### src/rtl/uart_tx_fifo.sv
// rtl/uart_tx_fifo.sv - parametrised UART transmitter with a write-side FIFO
module uart_tx_fifo #(
  parameter int CLK_DIV    = 434,
  parameter int DATA_BITS  = 8,
  parameter int PARITY     = 0,
  parameter int STOP_BITS  = 1,
  parameter int FIFO_DEPTH = 16
) (
  input  logic                          clk,
  input  logic                          rst,
  input  logic                          wr_en,
  input  logic [DATA_BITS-1:0]          wr_data,
  output logic                          full,
  output logic                          empty,
  output logic [$clog2(FIFO_DEPTH):0]   level,
  output logic                          overflow,
  output logic                          busy,
  output logic                          tx
);

  localparam int AW = $clog2(FIFO_DEPTH);
  localparam int LW = AW + 1;
  localparam int CW = $clog2(CLK_DIV);

  typedef enum logic [2:0] {ST_IDLE, ST_START, ST_DATA, ST_PARITY, ST_STOP} state_t;

  logic [DATA_BITS-1:0] mem [FIFO_DEPTH];
  logic [AW-1:0]        wr_ptr, rd_ptr;
  logic [LW-1:0]        count;
  logic                 push, pop;
  logic [DATA_BITS-1:0] head;

  state_t               state, state_n;
  logic [CW-1:0]        cnt, cnt_n;
  logic [3:0]           bitcnt, bitcnt_n;
  logic [DATA_BITS-1:0] sh, sh_n;
  logic                 par, par_n;
  logic                 tx_n;
  logic                 bit_end;

  assign full    = (count == LW'(FIFO_DEPTH));
  assign empty   = (count == '0);
  assign level   = count;
  assign busy    = (state != ST_IDLE) || !empty;
  assign push    = wr_en && !full;
  assign head    = mem[rd_ptr];
  assign bit_end = (cnt == CW'(CLK_DIV - 1));

  // Storage needs no reset: the pointers define what is valid.
  always_ff @(posedge clk) begin
    if (push) mem[wr_ptr] <= wr_data;
  end

  always_ff @(posedge clk or posedge rst) begin
    if (rst) begin
      wr_ptr   <= '0;
      rd_ptr   <= '0;
      count    <= '0;
      overflow <= 1'b0;
    end else begin
      overflow <= wr_en && full;
      if (push) wr_ptr <= wr_ptr + AW'(1);
      if (pop)  rd_ptr <= rd_ptr + AW'(1);
      case ({push, pop})
        2'b10:   count <= count + LW'(1);
        2'b01:   count <= count - LW'(1);
        default: count <= count;
      endcase
    end
  end

  always_ff @(posedge clk or posedge rst) begin
    if (rst) begin
      state  <= ST_IDLE;
      cnt    <= '0;
      bitcnt <= '0;
      sh     <= '0;
      par    <= 1'b0;
      tx     <= 1'b1;
    end else begin
      state  <= state_n;
      cnt    <= cnt_n;
      bitcnt <= bitcnt_n;
      sh     <= sh_n;
      par    <= par_n;
      tx     <= tx_n;
    end
  end

  always_comb begin
    state_n  = state;
    cnt_n    = cnt;
    bitcnt_n = bitcnt;
    sh_n     = sh;
    par_n    = par;
    tx_n     = tx;
    pop      = 1'b0;

    if (state == ST_IDLE) begin
      tx_n = 1'b1;
      if (!empty) begin
        pop     = 1'b1;
        sh_n    = head;
        par_n   = (PARITY == 1) ? ~(^head) : ^head;
        tx_n    = 1'b0;
        cnt_n   = '0;
        state_n = ST_START;
      end
    end else if (!bit_end) begin
      cnt_n = cnt + CW'(1);
    end else begin
      cnt_n = '0;
      case (state)
        ST_START: begin
          tx_n     = sh[0];
          sh_n     = sh >> 1;
          bitcnt_n = '0;
          state_n  = ST_DATA;
        end
        ST_DATA: begin
          if (bitcnt == 4'(DATA_BITS - 1)) begin
            bitcnt_n = '0;
            if (PARITY != 0) begin
              tx_n    = par;
              state_n = ST_PARITY;
            end else begin
              tx_n    = 1'b1;
              state_n = ST_STOP;
            end
          end else begin
            tx_n     = sh[0];
            sh_n     = sh >> 1;
            bitcnt_n = bitcnt + 4'd1;
          end
        end
        ST_PARITY: begin
          tx_n     = 1'b1;
          bitcnt_n = '0;
          state_n  = ST_STOP;
        end
        ST_STOP: begin
          if (bitcnt != 4'(STOP_BITS - 1)) begin
            bitcnt_n = bitcnt + 4'd1;
          end else if (!empty) begin
            // Back-to-back frames: the next start bit begins on this edge.
            pop      = 1'b1;
            sh_n     = head;
            par_n    = (PARITY == 1) ? ~(^head) : ^head;
            tx_n     = 1'b0;
            bitcnt_n = '0;
            state_n  = ST_START;
          end else begin
            tx_n     = 1'b1;
            bitcnt_n = '0;
            state_n  = ST_IDLE;
          end
        end
        default: begin
          tx_n    = 1'b1;
          state_n = ST_IDLE;
        end
      endcase
    end
  end

endmodule

### config.mk
export PLATFORM = sky130hd
export DESIGN_NAME = uart_tx_fifo
export DESIGN_NICKNAME = d
export VERILOG_FILES = /design/src/rtl/uart_tx_fifo.sv
export SDC_FILE = /design/constraint.sdc
export NUM_CORES = 1
export LEC_CHECK = 0
export CAP_MARGIN = 40
export CORE_ASPECT_RATIO = 1.4
export CORE_MARGIN = 8
export CORE_UTILIZATION = 40
export CTS_BUF_LIST = sky130_fd_sc_hd__clkbuf_8 sky130_fd_sc_hd__clkbuf_16
export DETAILED_ROUTE_END_ITERATION = 12
export HOLD_SLACK_MARGIN = 0.08
export PLACE_DENSITY = 0.59
export SETUP_SLACK_MARGIN = 0.5
export SYNTH_ARGS = -nofsm -noshare
export SYNTH_HDL_FRONTEND = slang
export SYNTH_SLANG_ARGS = --single-unit
### constraint.sdc
create_clock -name clk -period 2.9 [get_ports clk]
set_input_delay 0.725 -clock clk [delete_from_list [all_inputs] [get_ports clk]]
set_output_delay 0.725 -clock clk [all_outputs]
set_load 0.01 [all_outputs]
==> results of run 1 <==
-- layer usage --
| layer | wire length [µm] | global-route usage |
|---|---|---|
| met2 | 7750 | 0.239 |
| met1 | 5940 | 0.161 |
| met4 | 206 | 0.0492 |
| met5 | 0 | 0 |
| met3 | 469 | 0.0336 |
-- power by group through the flow --
| stage | sequential, mW | combinational (mW) | clock [mW] |
|---|---|---|---|
| global route | 3.27 | 2.48 | 2.31 |
| finish | 3.23 | 2.27 | 2.17 |
| detailed placement | 3.25 | 2.14 | 0 |
| global placement | 3.23 | 2.11 | 0 |
| CTS | 3.21 | 2.23 | 2.21 |
| floorplan | 3.18 | 1.48 | 0 |
-- what timing repair did --
item	in CTS	in global routing
pin swaps	10	9
setup buffers	15	6
endpoints found under the setup margin	6	16
cloned	0	0
resized for setup	17	14
-- worst register-to-register path, cell delays in order (launching register included) --
cell	delay (ns)
dfrtp_1	0.42
inv_2	0.10
ha_4	0.13
and4bb_4	0.27
o311ai_4	0.12
a2111oi_4	0.41
ha_4	0.23
buf_4	0.12
ha_1	0.21
a21o_1	0.17
a21oi_2	0.13
xor2_1	0.19
o21ai_1	0.08
-- registers in the layout, summed over array words and instances, names as in the netlist --
register  count
level         5
bitcnt        4
wr_ptr        4
tx            1
cnt           9
overflow      1
sh            8
rd_ptr        4
state         3
mem         128
-- Yosys cell counts (2+ instances only) --
| cell | number | area [µm²] |
|---|---|---|
| nand3b_1 | 2 | 15.0 |
| nand2b_1 | 3 | 18.8 |
| buf_2 | 5 | 25.0 |
| nand3_1 | 12 | 60.1 |
| nand4_1 | 3 | 18.8 |
| ha_1 | 13 | 163 |
| nand2_1 | 26 | 97.6 |
| and3_1 | 4 | 25.0 |
| mux2_2 | 3 | 33.8 |
| buf_1 | 2 | 7.51 |
| xor2_1 | 6 | 52.6 |
| edfxtp_1 | 128 | 3840 |
| o22ai_1 | 3 | 18.8 |
| nor3_1 | 10 | 50.1 |
| o21ai_0 | 21 | 105 |
| a21oi_1 | 6 | 30.0 |
| nor2b_1 | 5 | 31.3 |
| a21o_1 | 5 | 37.5 |
| xnor2_1 | 9 | 78.8 |
| clkbuf_1 | 14 | 52.6 |
| a22oi_1 | 14 | 105 |
| and2_1 | 3 | 18.8 |
| o221a_2 | 6 | 67.6 |
| dfrtp_1 | 38 | 951 |
| buf_4 | 2 | 15.0 |
| mux4_2 | 32 | 721 |
| inv_1 | 12 | 45.0 |
| nor2_1 | 22 | 82.6 |
-- logic make-up (layout without fill, tap and decap cells) --
logic type	after synthesis	count (layout)	share of synthesized area
fa+ha+maj	14	14	0.0260
xor+xnor	15	15	0.0187
mux	36	36	0.109
compound gates	62	62	0.0654
flops	167	167	0.685
simple gates	100	100	0.0740
buf+inv	36	111	0.0222
-- through the flow --
stage          instances  area (µm²)  hold WS (ns)  setup WS [ns]
6_report             741        8470         0.523          0.203
5_1_grt              741        8470         0.543         0.0668
4_1_cts              735        8380         0.528          0.195
3_5_place_dp         689        7680         0.513          0.112
3_3_place_gp         689        7680         0.515          0.169
2_1_floorplan        430        7080         0.468         0.0561
-- layout make-up --
cell class                      count  share of cell area
Clock buffer                       17              0.0503
Clock inverter                     14              0.0166
Inverter                           12             0.00532
Multi-Input combinational cell    227               0.254
Sequential cell                   167               0.570
Tap cell                          236              0.0349
Timing Repair Buffer               68              0.0690
-- worst paths after layout --
check | endpoint | start
setup / recovery | level[3] | cnt[1]
min in group asynchronous | sh[1] | rst
setup reg to reg | level[3] | cnt[1]
hold / removal | cnt[8] | cnt[8]
hold reg to reg | cnt[8] | cnt[8]
max in group asynchronous | rd_ptr[0] | rst
==> flow_metrics.py, run 1 <==
metrics = {
    "run_status": {
        "status": "complete, no violations",
    },
    "timing": {
        "rsz0062_at_grt": "true",
        "final.setup.tns_ns": 0,
        "drv_slew": 0,
        "fin_crit_ns": 2.70,
        "min_period_over_period": 0.930,
        "worst_slew_pin_slew_ns": 0.675,
        "timing.fmax_ghz": 0.371,
        "finalHoldViolCount": 0,
        "skew_ns": 0.0109,
        "slew_headroom": 0.548,
        "setup_violations": 0,
    },
    "flow_run": {
        "maxCapViolations": 0,
    },
    "min_path": {
        "hp-class": "reg2reg",
        "whs_path_depth": 2,
    },
    "clock_network": {
        "cts_root_buf": "clkbuf_16",
        "clk_latency_ns": 0.43,
        "cts-buffers-inserted": 17,
        "clockBufferDepth": 2,
        "cts_max_level": 4,
        "cts.sinks": 167,
        "cts_tree": "done",
        "clkSlewWorstSetupHoldPaths_ns": 0.07,
        "holdBufCountCts": 0,
    },
    "routing": {
        "route.detailed.drc": 0,
        "firstDrtPassIters": 4,
        "drt_iter0_markers": 321,
        "via_count": 3867,
        "ant_nets": 0,
        "wire_per_inst_um": 19.4,
        "wl_um": 14400,
        "viasPerCell": 5.22,
    },
    "power": {
        "swShare": 0.307,
        "intPower_mw": 5.31,
        "p_leak_nw": 3.02,
        "pwr-share-seq": 0.421,
        "p_per_area_mw_per_mm2": 906,
        "power_frac_clock": 0.283,
        "pwr-share-comb": 0.297,
        "ir_drop_uv": 448,
        "total_power_mw": 7.67,
        "p_switching_mw": 2.36,
    },
    "setup_path": {
        "crit_path_cell_trace": "inv_2, ha_4, and4bb_4, o311ai_4, a2111oi_4, ha_4, buf_4, ha_1, a21o_1, a21oi_2, xor2_1, o21ai_1",
        "cp_data_arrival_time_ns": 3.01,
        "cpPeakStageDelay_ns": 0.42,
        "start_kind": "flip-flop",
        "path_common_cell": "ha_4",
        "critPathKind": "reg2reg",
        "path_buf_inv": 2,
        "cp_top_family": "compound AO/OA/AOI/OAI gates",
        "ff2ff_setup_slack_ns": 0.20,
        "path_depth": 12,
        "critPathRequiredTime_ns": 3.21,
        "cp_max_fo": 4,
        "worstRegToRegCells": 12,
        "critPathCaptureType": "flip-flop",
        "timing.critical_path.slowest_stage_cell": "dfrtp_1",
    },
    "die": {
        "io_pins": 21,
        "fp.coreArea_mm2": 0.0173,
        "die-area_mm2": 0.0222,
        "row_count": 57,
        "fp.dieW_um": 128,
        "start_util": 0.406,
        "die_y_um": 173,
    },
    "final_layout": {
        "final-seq-area_mm2": 0.00483,
        "diodes": 0,
        "multi_input_area_mm2": 0.00215,
        "final_layout_size_suffix_gt1_frac": 0.289,
        "fin_util": 0.488,
        "final_cell_mix": "edfxtp_1 (128), buf_4 (44), dfrtp_1 (34), mux4_2 (32), nand2_1 (26)",
        "fillCellCount": 1497,
        "fin_nets": 518,
        "area_growth_pct": 20.3,
        "final_common_cell": "edfxtp_1",
    },
    "placement": {
        "place_congestion": 0.744,
        "io_buffers": 20,
        "post-dp-hpwl_um": 9110,
    },
    "logic_synthesis": {
        "synth_seq_cells": 167,
        "syn_area_mm2": 0.00704,
        "synth.distinct_cells": 49,
        "syn_nets": 455,
        "ys_warn_count": 0,
        "async_flop_share": 0.234,
        "ys_seq_area_frac": 0.685,
        "synth_edf_count": 128,
        "syn_inst": 430,
        "syn_area_per_cell_um2": 16.4,
        "synth-main-ff-cell": "edfxtp_1",
    },
    "global_routing": {
        "grt_antenna_before_repair": 0,
        "grt_max_degree": 40,
        "grt_overflow_total": 0,
        "grt_pass1_wl_um": 22600,
        "track_usage": 0.138,
        "grt_pass1_vias": 4006,
    },
}
Power figures use the tool's default switching activity.
==> run 2: changes to the inputs <==
- ABC_CLOCK_PERIOD_IN_PS: default -> 2900
- CORE_UTILIZATION: 40 -> 50
- PLACE_DENSITY: 0.59 -> 0.71
==> flow_metrics.py, run 2 (synthesis results as in run 1) <==
metrics = {
    "power": {
        "ir_drop_uv": 502,
        "p_per_area_mw_per_mm2": 901,
        "p_leak_nw": 2.99,
        "total_power_mw": 7.54,
    },
    "timing": {
        "worst_slew_pin_slew_ns": 0.703,
        "min_period_over_period": 0.938,
        "skew_ns": 0.00929,
        "drv_slew": 0,
        "slew_headroom": 0.530,
        "layout_setup_ws_ns": 0.178,
        "setup_violations": 0,
        "finalHoldViolCount": 0,
        "rsz0062_at_grt": "true",
        "fin_crit_ns": 2.72,
        "final.setup.tns_ns": 0,
        "hold_slack_ns": 0.523,
        "timing.fmax_ghz": 0.367,
    },
    "global_routing": {
        "grt_pass1_vias": 3962,
        "track_usage": 0.164,
        "grt_max_degree": 36,
        "grt_overflow_total": 0,
        "grt_antenna_before_repair": 0,
        "grt_pass1_wl_um": 21700,
    },
    "clock_network": {
        "clockBufferDepth": 2,
        "cts_root_buf": "clkbuf_16",
        "cts.sinks": 167,
        "cts_tree": "done",
        "cts-buffers-inserted": 17,
        "holdBufCountCts": 0,
        "clkSlewWorstSetupHoldPaths_ns": 0.06,
        "clk_latency_ns": 0.42,
        "cts_max_level": 4,
    },
    "placement": {
        "place_congestion": 0.789,
        "post-dp-hpwl_um": 8990,
        "place_ws_ns": 0.0923,
        "io_buffers": 20,
    },
    "setup_path": {
        "crit_path_cell_trace": "inv_1, ha_2, nor3b_4, o311ai_4, a2111oi_4, ha_4, buf_4, fa_2, a21o_1, a21oi_2, xor2_1, nor2_1, xor2_1",
        "critPathRequiredTime_ns": 3.20,
        "start_kind": "flip-flop",
        "cp_max_fo": 4,
        "cp_top_family": "compound AO/OA/AOI/OAI gates",
        "critPathCaptureType": "flip-flop",
        "cpPeakStageDelay_ns": 0.37,
        "timing.critical_path.slowest_stage_cell": "dfrtp_1",
        "path_common_cell": "xor2_1",
        "path_buf_inv": 2,
        "cp_data_arrival_time_ns": 3.02,
        "critPathKind": "reg2reg",
    },
    "final_layout": {
        "fin_nets": 514,
        "largest_reg_flops": 128,
        "max_flop_register": "mem",
        "top_regs": "mem (128), cnt (9), sh (8)",
        "final_cell_mix": "edfxtp_1 (128), buf_4 (41), dfrtp_1 (37), mux4_2 (32), nand2_1 (26)",
        "area_growth_pct": 18.9,
        "final_layout_size_suffix_gt1_frac": 0.269,
        "diodes": 0,
        "fillCellCount": 1034,
        "final_common_cell": "edfxtp_1",
    },
    "run_status": {
        "status": "complete, no violations",
    },
    "routing": {
        "firstDrtPassIters": 4,
        "ant_nets": 0,
        "wl_um": 13800,
        "route.detailed.drc": 0,
        "viasPerCell": 5.65,
        "wire_per_inst_um": 20.2,
        "via_count": 3880,
        "drt_iter0_markers": 269,
    },
    "min_path": {
        "hp-class": "reg2reg",
    },
    "die": {
        "die_y_um": 156,
        "fp.coreArea_mm2": 0.0138,
        "start_util": 0.508,
        "die-area_mm2": 0.0182,
        "row_count": 51,
        "fp.dieW_um": 116,
        "io_pins": 21,
    },
    "flow_run": {
        "maxCapViolations": 0,
    },
}
[run 2: per-stage QoR]
stage | instances | instance area (µm²) | utilization
after floorplan | 430 | 7080 | -
after global placement | 640 | 7640 | 0.552
after detailed placement | 640 | 7640 | 0.552
after CTS | 683 | 8320 | 0.601
after global routing | 687 | 8360 | 0.604
final | 687 | 8360 | 0.604
[run 2: what timing repair did]
action                                  in CTS  in global routing
setup buffers                               11                  4
endpoints found under the setup margin       6                 15
resized for setup                            9                  4
pin swaps                                   10                 10
[run 2: power breakdown]
group | leakage (nW) | internal (mW) | switching, mW | total [mW]
clock network | 0.271 | 1.23 | 0.922 | 2.16
logic | 1.08 | 1.07 | 1.10 | 2.17
registers | 1.64 | 2.97 | 0.245 | 3.21
[run 2: area by class of cell]
class	instances	area [µm²]	share of cell area
inverters	12	45.0	0.00539
clock buffers	19	453	0.0542
repair buffers	64	552	0.0660
well taps	185	231	0.0277
clock inverters	13	123	0.0147
flip-flops and latches	167	4820	0.577
multi-input cells	227	2140	0.256
[run 2: worst paths after layout]
| check | from | endpoint | slack [ns] | depth (start not counted) |
|---|---|---|---|---|
| worst max-delay path | bitcnt[0] | level[4] | 0.18 | 13 |
| worst max register to register | bitcnt[0] | level[4] | 0.18 | 13 |
| max in group asynchronous | rst | tx | 1.65 | 3 |
| worst min-delay path | cnt[5] | cnt[5] | 0.52 | 1 |
| min in group asynchronous | rst | overflow | 0.67 | 2 |
| worst min register to register | cnt[5] | cnt[5] | 0.52 | 1 |
[run 2: metal layers]
layer  track usage  vias up  share of wire
li1              -     1782              -
met1         0.193     1996           0.40
met2         0.284       86           0.55
met3        0.0297       16          0.033
met4        0.0744        0          0.017
met5             0        -              0
[run 2: worst register-to-register path, cell delays in order, from the launching register on]
cell and delay (ns):
dfrtp_1 0.37, inv_1 0.05, ha_2 0.18, nor3b_4 0.16, o311ai_4 0.33, a2111oi_4 0.15
ha_4 0.22, buf_4 0.13, fa_2 0.34, a21o_1 0.18, a21oi_2 0.14, xor2_1 0.15
nor2_1 0.07, xor2_1 0.13
==> run 3: changes to the inputs <==
- HOLD_SLACK_MARGIN: 0.08 -> 0.12
==> results of run 3 <==
Same layout as run 2: the final DEF is identical, and so are final timing and power.
